--- src/rtl/npc_fetch.sv ---
// Instruction-fetch front end: computes NPC, drives the instruction SRAM, presents IF.
// Optional FETCH_ADEL_EN flags misaligned fetch addresses and masks the word to a nop.
module npc_fetch #(
  parameter logic [31:0] RESET_VEC = 32'hbfc00000,
  parameter logic [31:0] EXC_VEC   = 32'hbfc00380
) (
  input  logic        clk,
  input  logic        rst,
  input  logic [31:0] PC,
  input  logic        PC_write,
  input  logic        exc_valid,
  input  logic        eret,
  input  logic [31:0] epc,
  input  logic        br_taken,
  input  logic [31:0] br_target,
  input  logic        id_is_branch,
  output logic        inst_sram_en,
  output logic [31:0] inst_sram_addr,
  input  logic [31:0] inst_sram_rdata,
  output logic [31:0] NPC,
  output logic [31:0] if_pc,
  output logic [31:0] if_inst,
  output logic        if_valid,
  output logic        if_in_delay_slot,
  output logic        if_adel
);

  logic        load;
  logic [31:0] pc_plus4;
  logic [31:0] npc_d;
  logic [31:0] raw_inst;

  logic        boot_q,    boot_d;
  logic        hold_v_q,  hold_v_d;
  logic [31:0] hold_q,    hold_d;
  logic        br_pend_q, br_pend_d;
  logic [31:0] br_tgt_q,  br_tgt_d;

  // pc takes NPC under exactly this condition, so every fetch state change keys off it.
  assign load     = PC_write | exc_valid;
  assign pc_plus4 = PC + 32'd4;

  always_comb begin
    if (exc_valid)      npc_d = EXC_VEC;
    else if (eret)      npc_d = epc;
    else if (br_taken)  npc_d = br_target;
    else if (br_pend_q) npc_d = br_tgt_q;
    else                npc_d = pc_plus4;
  end

  always_comb begin
    boot_d    = boot_q & ~load;
    hold_v_d  = hold_v_q;
    hold_d    = hold_q;
    br_pend_d = br_pend_q;
    br_tgt_d  = br_tgt_q;
    // The SRAM output is only trustworthy on the first stall cycle; latch it there.
    if (load) begin
      hold_v_d = 1'b0;
    end else if (!hold_v_q) begin
      hold_v_d = 1'b1;
      hold_d   = inst_sram_rdata;
    end
    // exc_valid implies load, so an exception always wins over a capture.
    if (load) begin
      br_pend_d = 1'b0;
    end else if (br_taken) begin
      br_pend_d = 1'b1;
      br_tgt_d  = br_target;
    end
  end

  always_ff @(posedge clk) begin
    if (!rst) begin
      boot_q    <= 1'b1;
      hold_v_q  <= 1'b0;
      hold_q    <= 32'h0;
      br_pend_q <= 1'b0;
      br_tgt_q  <= 32'h0;
    end else begin
      boot_q    <= boot_d;
      hold_v_q  <= hold_v_d;
      hold_q    <= hold_d;
      br_pend_q <= br_pend_d;
      br_tgt_q  <= br_tgt_d;
    end
  end

  assign NPC              = npc_d;
  assign inst_sram_en     = load;
  assign inst_sram_addr   = npc_d;
  assign raw_inst         = hold_v_q ? hold_q : inst_sram_rdata;
  assign if_pc            = PC;
  assign if_valid         = ~boot_q & ~exc_valid;
  assign if_in_delay_slot = id_is_branch & if_valid;

`ifdef FETCH_ADEL_EN
  logic misaligned;
  assign misaligned = |PC[1:0];
  assign if_adel    = if_valid & misaligned;
  assign if_inst    = if_adel ? 32'h0 : raw_inst;
`else
  assign if_adel    = 1'b0;
  assign if_inst    = raw_inst;
`endif

endmodule

--- config.mk ---
export PLATFORM = sky130hd
export DESIGN_NAME = npc_fetch
export DESIGN_NICKNAME = d
export VERILOG_FILES = /design/src/rtl/npc_fetch.sv
export SDC_FILE = /design/constraint.sdc
export NUM_CORES = 1
export LEC_CHECK = 0
export ABC_AREA = 1
export CELL_PAD_IN_SITES_DETAIL_PLACEMENT = 1
export CELL_PAD_IN_SITES_GLOBAL_PLACEMENT = 1
export CORE_AREA = 2 2 139 141
export DETAILED_ROUTE_END_ITERATION = 8
export DIE_AREA = 0 0 141 143
export HOLD_SLACK_MARGIN = 0.1
export PLACE_DENSITY_LB_ADDON = 0.15
export SYNTH_ARGS = -nofsm -noshare
export SYNTH_HDL_FRONTEND = slang
export SYNTH_SLANG_ARGS = --single-unit
--- constraint.sdc ---
create_clock -name clk -period 3.5 [get_ports clk]
set_clock_uncertainty 0.1 [all_clocks]
set_input_delay 0.7 -clock clk [delete_from_list [all_inputs] [get_ports clk]]
set_output_delay 0.7 -clock clk [all_outputs]
set_load 0.01 [all_outputs]
### After elaboration in Yosys (flattened, before gate mapping)

Cells that the tools add are included.

| cells by class | value |
|---|---|
| add/subtract/negate cells | 1 |
| mux-type cells | 6 |
| bitwise logic cells | 8 |
| reduce and logical (&&, ||, !) cells | 2 |

Operators by type and width:

| cell | count |
|---|---|
| $mux W32 | 5 |
| $add A32 B3 Y32 const B | 1 |
| $not A1 Y1 | 4 |
| $and A1 B1 Y1 | 3 |
| $reduce_and A2 Y1 | 1 |
| $reduce_or A2 Y1 | 1 |
| $mux W1 | 1 |
| $or A1 B1 Y1 | 1 |

| word-level totals | value |
|---|---|
| register bits after elaboration | 67 |
| word-level logic and storage cells | 22 |

### Depth between registers and ports, before layout

Gate-level depths: netlist of the first run.

| depth | value |
|---|---|
| depth after elaboration | 5 |
| gate-level depth with buffers | 13 |

### Worst setup path after synthesis of the first run

OpenSTA, ideal clock, no wires.

| path | value |
|---|---|
| path kind | input-to-output |
| from | input port PC[2] |
| to | output port inst_sram_addr[14] |
| arrival time | 1.955 ns |
| required time | 2.700 ns |
| slack | 0.745 ns |
| stages | 10 |
| path through | ha_1 -> nand2_1 -> nor2_2 -> nand2_2 -> nor2_2 -> nand2_1 -> nand3_1 -> o211ai_1 -> a21oi_1 -> buf_4 |

| on the way | value |
|---|---|
| cells in the longest elaborated chain, start to end | 5 |

Ends and longest elaborated chain:

| what | RTL line | text |
|---|---|---|
| start, declared | 9 | `input logic [31:0] PC,` |
| $add A32 B3 Y32 | 41 | `assign pc_plus4 = PC + 32'd4;` |
| $mux W32 | 47 | `else if (br_pend_q) npc_d = br_tgt_q;` |
| $mux W32 | 46 | `else if (br_taken) npc_d = br_target;` |
| $mux W32 | 45 | `else if (eret) npc_d = epc;` |
| $mux W32 | 44 | `if (exc_valid) npc_d = EXC_VEC;` |
| end, declared | 18 | `output logic [31:0] inst_sram_addr,` |

No other way between the ends.

### Worst setup path after layout of the first run

| path | value |
|---|---|
| from | input port PC[13] |
| to | output port inst_sram_addr[15] |

The elaborated chain is that of the path after synthesis.

==> results of run 1 <==
[final timing paths]
check,to,cells past startpoint
worst max-delay path,inst_sram_addr[15],10
worst min-delay path,br_tgt_q[8]$_SDFFE_PN0P_,2
worst max register to register,hold_q[0]$_SDFFE_PN0P_,5
worst min register to register,br_tgt_q[8]$_SDFFE_PN0P_,2
[per-layer routing]
layer	wire length, um	GRT usage (%)	part of all wire [%]
met5	0	0	0
met3	1300	4.96	6.4
met4	173	5.26	0.85
met2	10000	36.6	49
met1	8920	24.4	44
[state kept, by name, summed over array words and instances (netlist names)]
name	cells
hold_q	32
hold_v_q	1
br_tgt_q	32
br_pend_q	1
boot_q	1
[worst max-delay path: cells and delay by family]
family                    cells  cell delay (ns)
AOI/OAI and AO/OA             2             0.26
xor gates and xnor gates      1             0.16
buffers and inverters         3             0.98
and+or+nand+nor               4             0.49
[report_power, final]
part / switching, mW / internal (mW)
clock network: 0.381 / 0.699
logic: 0.377 / 0.417
registers: 0.0165 / 0.805
total: 0.774 / 1.92
[stage by stage]
step | utilization (%) | TNS [ns] | area (um^2) | std cells
floorplan | - | 0 | 5130 | 823
global placement | 42.7 | -10.04 | 7930 | 1278
detailed placement | 42.7 | -11.41 | 7930 | 1278
CTS | 44.7 | -0.211 | 8310 | 1302
global route | 45.1 | 0 | 8380 | 1304
finish | 45.1 | 0 | 8380 | 1304
[Yosys cell counts (7+ instances only)]
library cell	count
nor2_1	143
buf_4	67
nand3_1	38
dfxtp_1	67
nor2_4	8
a211oi_1	39
buf_2	16
o211ai_1	7
inv_1	60
a21oi_1	102
clkbuf_1	20
nand2_1	152
o21ai_0	46
[layout by cell type, fill, tap and decap left out, types with 39 or more instances in the layout]
cell	n
inv_1	59
a211oi_1	39
nand2_1	146
dfxtp_1	66
clkdlybuf4s50_1	197
a21oi_1	100
buf_4	72
dlygate4sd2_1	55
nor2_1	135
o21ai_0	45
[final cells by class]
class / count / area (um^2)
fillers: 2376 / 10200
repair buffers: 345 / 3270
multi-input cells: 577 / 2890
flip-flops and latches: 67 / 1340
well taps: 234 / 293
inverters: 65 / 244
clock buffers: 10 / 229
clock inverters: 6 / 113
[kinds of logic (layout without fill, tap and decap cells)]
group | after synthesis | in the layout | share of synthesized area, %
adder cells (fa/ha/maj) | 1 | 1 | 0.244
AO/OA/AOI/OAI | 205 | 205 | 22.9
buffers and inverters | 179 | 426 | 19.2
other | 1 | 1 | 0.0730
AND/OR/NAND/NOR | 362 | 362 | 30.1
XOR/XNOR | 8 | 8 | 1.36
flip-flops | 67 | 67 | 26.1
[timing repair]
action | CTS | global route
gates cloned | 0 | 0
setup buffers | 8 | 2
resized for setup | 82 | 28
pin swaps | 8 | 9
endpoints found under the setup margin | 54 | 52
==> run_results.csv, run 1 <==
group,metric,value,unit
logic_synthesis,ys.flop_type,"dfxtp_1",
grt,grt_overflow,0,
logic_synthesis,syn-num-nets,959,
placement,gp_congestion,0.821,
routing,viasPerCell,4.67,
logic_synthesis,synth_area,5130,um^2
logic_synthesis,synth_edf_count,0,
critical_path,crit_path_start,"PC[13]",
grt,antenna_found_initial,0,
worst_hold_path,hp-class,"register to register",
placement,dp_slack,-0.336,ns
timing,worst_pin_slew,0.687,ns
worst_hold_path,hp-start,"br_tgt_q[8]$_SDFFE_PN0P_",
routing,wl,20400,um
clock_network,cts_tree,"built",
timing,setup_viol,0,
critical_path,crit_fanout,4,
final_layout,diodes,0,
critical_path,timing.rr.start,"hold_v_q$_SDFF_PN0_",
die,initial_core_util,27.6,%
logic_synthesis,synth_area_leader_cell,"dfxtp_1",
logic_synthesis,syn_inst,823,
die,core,18600,um^2
timing,rsz0062_at_grt,"no",
clock_network,numCtsBuffers,9,
routing,drtAntennaViolNets,0,
pwr,p_per_area,321,nW/um^2
die,die_h,143,um
critical_path,required,2.70,ns
pwr,finalPower,2.70,mW
timing,hold_viol_final,0,
critical_path,crit_type,"input port to output port",
critical_path,critPathMaxStageDelay,0.55,ns
critical_path,arrival,2.59,ns
logic_synthesis,synth_seq_cells,67,
logic_synthesis,postSynth.asyncResetShare,0,%
logic_synthesis,ys_top_cells_by_area,"dfxtp_1 (26%), nand2_1 (11%), nor2_1 (10%), a21oi_1 (9.9%), buf_4 (9.8%)",
placement,io_buffers,265,
timing,holdWs,0.349,ns
clock_network,cts_max_level,3,
grt,grt_pass1_wl,32400,um
critical_path,cpMostUsedCell,"nand2_1",
clock_network,clock_path_buffers,2,
final_layout,area_delta_synth_final,63.3,%
clock_network,clock_latency,0.34,ns
pwr,p_leak,3.59,nW
routing,drtIter0Drc,156,
clock_network,cts_root_buf,"clkbuf_16",
pwr,peakVddDrop,0.000231,V
die,pin_count,267,
grt,track_usage,20.4,%
grt,first_global_vias,6185,
logic_synthesis,yosysTopAreaCellShare,26.1,%
logic_synthesis,synth_area_per_cell,6.24,um^2
timing,slew_viol_final,0,
routing,num_vias,6095,
job,maxCapViolations,0,
clock_network,ctsHoldBuffers,0,
logic_synthesis,ys_types,38,
routing,first_pass_iters,4,
timing,finalCritPeriodShare,96.9,%
timing,clock.fmax,295,MHz
timing,layout_setup_ws,0.109,ns
clock_network,cts_sinks,67,
final_layout,finalNetCount,1201,
timing,max_slew_margin,54.1,%
critical_path,cp-end-kind,"output port",
die,die_x,141,um
die,placementRows,50,
timing,post-route-min-period,3.39,ns
final_layout,drive_above_1_share,14.0,%
routing,drc,0,
logic_synthesis,ys_seq_area_share,26.1,%
clock_network,clkTransAtPathRegs,0.06,ns
critical_path,reg2reg_slack,2.01,ns
outcome,status,"completed",
critical_path,crit_chain,"clkdlybuf4s50_1, nand2_1, nor2_2, nand2_1, nor2_4, buf_4, xor2_1, o21bai_1, a21oi_1, dlygate4sd2_1",
logic_synthesis,synth_warnings,0,
critical_path,worstSetupStartpointType,"input port",
critical_path,slowest_stage,"clkdlybuf4s50_1",
routing,wire_per_inst,15.7,um
die,die_area,20200,um^2
grt,grt_start_max_net_pins,37,
placement,hpwl,15700,um
Power figures use the tool's default switching activity.
==> run 2, diff against run 1 <==
--- a/config.mk
+++ b/config.mk
@@ -5,13 +5,14 @@
 export SDC_FILE = /design/constraint.sdc
 export NUM_CORES = 1
 export LEC_CHECK = 0
-export ABC_AREA = 1
+export ABC_AREA = 0
 export CELL_PAD_IN_SITES_DETAIL_PLACEMENT = 1
 export CELL_PAD_IN_SITES_GLOBAL_PLACEMENT = 1
-export CORE_AREA = 2 2 139 141
+export CORE_AREA = 2 2 134 136
 export DETAILED_ROUTE_END_ITERATION = 8
-export DIE_AREA = 0 0 141 143
+export DIE_AREA = 0 0 136 138
 export HOLD_SLACK_MARGIN = 0.1
+export MAX_ROUTING_LAYER = met4
 export PLACE_DENSITY_LB_ADDON = 0.15
 export SYNTH_ARGS = -nofsm -noshare
 export SYNTH_HDL_FRONTEND = slang
==> run 2 against run 1 <==
Largest power group unchanged. Worst setup slack worse by 0.075 ns. Power is 9.9% lower. Largest cell class unchanged. Area after synthesis is 1.2% lower. Hold slack worse by 0.0063 ns. Sequential cell count stayed put. Global-route usage is 1.9 points higher. Sequential power is 2% lower. Clock-buffer cell count is 2 higher. Critical path type unchanged. Register-to-register slack hardly changed. Non-clock buffer count is 2 higher. Synthesized cell count is 19% lower. Combinational power is 2% lower.
==> run_results.csv, run 2 <==
group,metric,value,unit
timing,clock.fmax,289,MHz
pwr,seq_power_share,33.3,%
pwr,switching_power,701,uW
critical_path,slowest_stage,"clkdlybuf4s50_1",
routing,first_pass_iters,4,
final_layout,layout_common_cells,"clkdlybuf4s50_1 (194), nand2_1 (156), buf_4 (81)",
logic_synthesis,yosysTopAreaCellShare,26.4,%
clock_network,cts_max_level,3,
clock_network,numCtsBuffers,9,
die,die_x,136,um
pwr,p_leak,3.26,nW
timing,layout_setup_ws,0.0345,ns
routing,wl,21000,um
final_layout,final_common_cell,"clkdlybuf4s50_1",
clock_network,clock_latency,0.32,ns
logic_synthesis,synth_area,5070,um^2
die,placementRows,49,
routing,drtAntennaViolNets,0,
clock_network,cts_root_buf,"clkbuf_16",
logic_synthesis,synth_edf_count,0,
timing,setup_viol,0,
timing,worst_pin_slew,1.05,ns
pwr,finalPower,2.43,mW
grt,grt_overflow,0,
clock_network,cts_sinks,67,
timing,rsz0062_at_grt,"yes",
die,die_h,138,um
clock_network,clkTransAtPathRegs,0.06,ns
die,initial_core_util,28.9,%
critical_path,arrival,2.67,ns
critical_path,crit_chain,"dlygate4sd2_1, ha_4, nand3_2, nor2_4, and4_2, xnor2_1, a211oi_2, buf_4, clkdlybuf4s50_1",
placement,io_buffers,265,
critical_path,crit_type,"input port to output port",
final_layout,area_delta_synth_final,62.1,%
logic_synthesis,ys.flop_type,"dfxtp_1",
grt,first_global_vias,6065,
critical_path,r2r-end,"hold_q[7]$_SDFFE_PN0P_",
logic_synthesis,synth_area_leader_cell,"dfxtp_1",
clock_network,cts_tree,"built",
logic_synthesis,synth_warnings,0,
timing,max_slew_margin,29.8,%
logic_synthesis,ys_seq_area_share,26.4,%
timing,slew_viol_final,0,
pwr,combPwrFrac,31.9,%
critical_path,endpoint,"NPC[12]",
outcome,status,"completed",
routing,viasPerCell,5.03,
worst_hold_path,hp-class,"register to register",
final_layout,diodes,0,
final_layout,drive_above_1_share,21.4,%
pwr,internal_power,1.73,mW
grt,grt_start_max_net_pins,67,
pwr,p_clk_share,34.8,%
logic_synthesis,synth_common_cells,"nand2_1 (156), dfxtp_1 (67), buf_4 (65)",
timing,hold_viol_final,0,
critical_path,reg2reg_slack,2.02,ns
timing,post-route-min-period,3.47,ns
routing,drtIter0Drc,176,
logic_synthesis,ys_top_cells_by_area,"dfxtp_1 (26%), nand2_1 (12%), buf_4 (9.6%), a21boi_0 (7.4%), mux2_2 (7.1%)",
grt,grt_pass1_wl,32200,um
pwr,p_per_area,295,nW/um^2
routing,num_vias,5770,
timing,finalCritPeriodShare,99.0,%
placement,dp_slack,-0.548,ns
grt,antenna_found_initial,0,
logic_synthesis,ys_types,60,
final_layout,largest_registers,"br_tgt_q: 32 flops, hold_q: 32 flops",
grt,track_usage,22.3,%
die,die_area,18800,um^2
job,maxCapViolations,0,
logic_synthesis,synth_area_per_cell,7.63,um^2
clock_network,clock_path_buffers,2,
logic_synthesis,postSynth.asyncResetShare,0,%
critical_path,crit_fanout,3,
timing,holdWs,0.343,ns
pwr,peakVddDrop,0.000195,V
critical_path,reg2reg_depth,4,
placement,hpwl,16100,um
critical_path,cp-end-kind,"output port",
logic_synthesis,synth_seq_cells,67,
routing,drc,0,
die,pin_count,267,
critical_path,crit_path_start,"PC[3]",
die,core,17500,um^2
placement,gp_congestion,0.878,
logic_synthesis,syn-num-nets,801,
final_layout,finalNetCount,1048,
logic_synthesis,syn_inst,665,
critical_path,timing.rr.start,"hold_v_q$_SDFF_PN0_",
pwr,switching_share,28.9,%
logic_synthesis,yosys.cell_count.top_type,"nand2_1",
critical_path,critPathMaxStageDelay,0.54,ns
routing,wire_per_inst,18.3,um
critical_path,required,2.70,ns
critical_path,worstSetupStartpointType,"input port",
[run 2: changes by cell type after synthesis, moves of 10 or more]
cell | previous run | this run
a21oi_1 | 102 | 30
nand3_1 | 38 | 9
a211oi_1 | 39 | 12
inv_1 | 60 | 16
o21ai_0 | 46 | 16
a21boi_1 | 0 | 14
nor2_1 | 143 | 29
a221oi_1 | 0 | 19
xnor2_1 | 2 | 12
mux2_2 | 0 | 32
a21boi_0 | 0 | 50
[run 2: worst min-delay path by stage]
stage | start | endpoint | slack, ns | cells after the start
2_1_floorplan | boot_q$_SDFF_PN1_ | boot_q$_SDFF_PN1_ | 0.32 | 2
4_1_cts | boot_q$_SDFF_PN1_ | boot_q$_SDFF_PN1_ | 0.35 | 2
3_3_place_gp | boot_q$_SDFF_PN1_ | boot_q$_SDFF_PN1_ | 0.33 | 2
3_5_place_dp | boot_q$_SDFF_PN1_ | boot_q$_SDFF_PN1_ | 0.34 | 2
6_report | boot_q$_SDFF_PN1_ | boot_q$_SDFF_PN1_ | 0.34 | 2
5_1_grt | boot_q$_SDFF_PN1_ | boot_q$_SDFF_PN1_ | 0.36 | 2
[run 2: worst max-delay path, delay by kind of cell]
kind / cells / cell delay (ns)
simple gates: 3 / 0.55
fa+ha+maj: 1 / 0.18
buf+inv: 3 / 0.96
compound gates: 1 / 0.20
xor+xnor: 1 / 0.08
[run 2: area by class of cell]
type	instances	area [um^2]
flip-flops and latches	67	1340
multi-input cells	469	3090
clock buffers	12	256
inverters	18	67.6
fillers	2104	9310
clock inverters	4	25.0
well taps	229	287
repair buffers	347	3160
[run 2: per-layer routing]
layer,track usage [%],vias up,share of wire (%)
li1,-,2730,-
met1,26.4,2806,42
met2,38.1,212,50
met3,4.91,22,6.9
met4,5.76,0,1.7
met5,-,-,0
[run 2: cells by family after synthesis]
group	share of synthesized area [%]
adders and majority gates	0.247
and+or+nand+nor	22.4
muxes	8.48
DFF	26.4
AOI/OAI and AO/OA	23.4
buffers and inverters	15.8
xor gates and xnor gates	3.28
other	0.0739
[run 2: timing repair]
item | in CTS | in global routing
buffers inserted | 6 | 4
endpoints found under the setup margin | 55 | 30
pin swaps | 13 | 12
hold buffers | 0 | 0
gates cloned | 1 | 0
gates resized for setup | 92 | 36
[run 2: per-stage QoR]
| step | area [um^2] | std cells | util [%] | TNS (ns) |
|---|---|---|---|---|
| 5_1_grt | 8230 | 1146 | 46.9 | -0.131 |
| 3_3_place_gp | 7820 | 1119 | 44.6 | -18.75 |
| 2_1_floorplan | 5070 | 665 | - | 0 |
| 6_report | 8230 | 1146 | 46.9 | 0 |
| 4_1_cts | 8200 | 1142 | 46.8 | -0.0753 |
| 3_5_place_dp | 7820 | 1119 | 44.6 | -20.94 |
[run 2: power by group through the flow]
stage / Clock (mW) / Sequential, mW / Combinational (mW)
2_1_floorplan: 0 / 0.820 / 0.357
3_3_place_gp: 0 / 0.823 / 0.776
3_5_place_dp: 0 / 0.825 / 0.792
4_1_cts: 0.877 / 0.809 / 0.781
5_1_grt: 0.914 / 0.812 / 0.831
6_report: 0.844 / 0.809 / 0.775
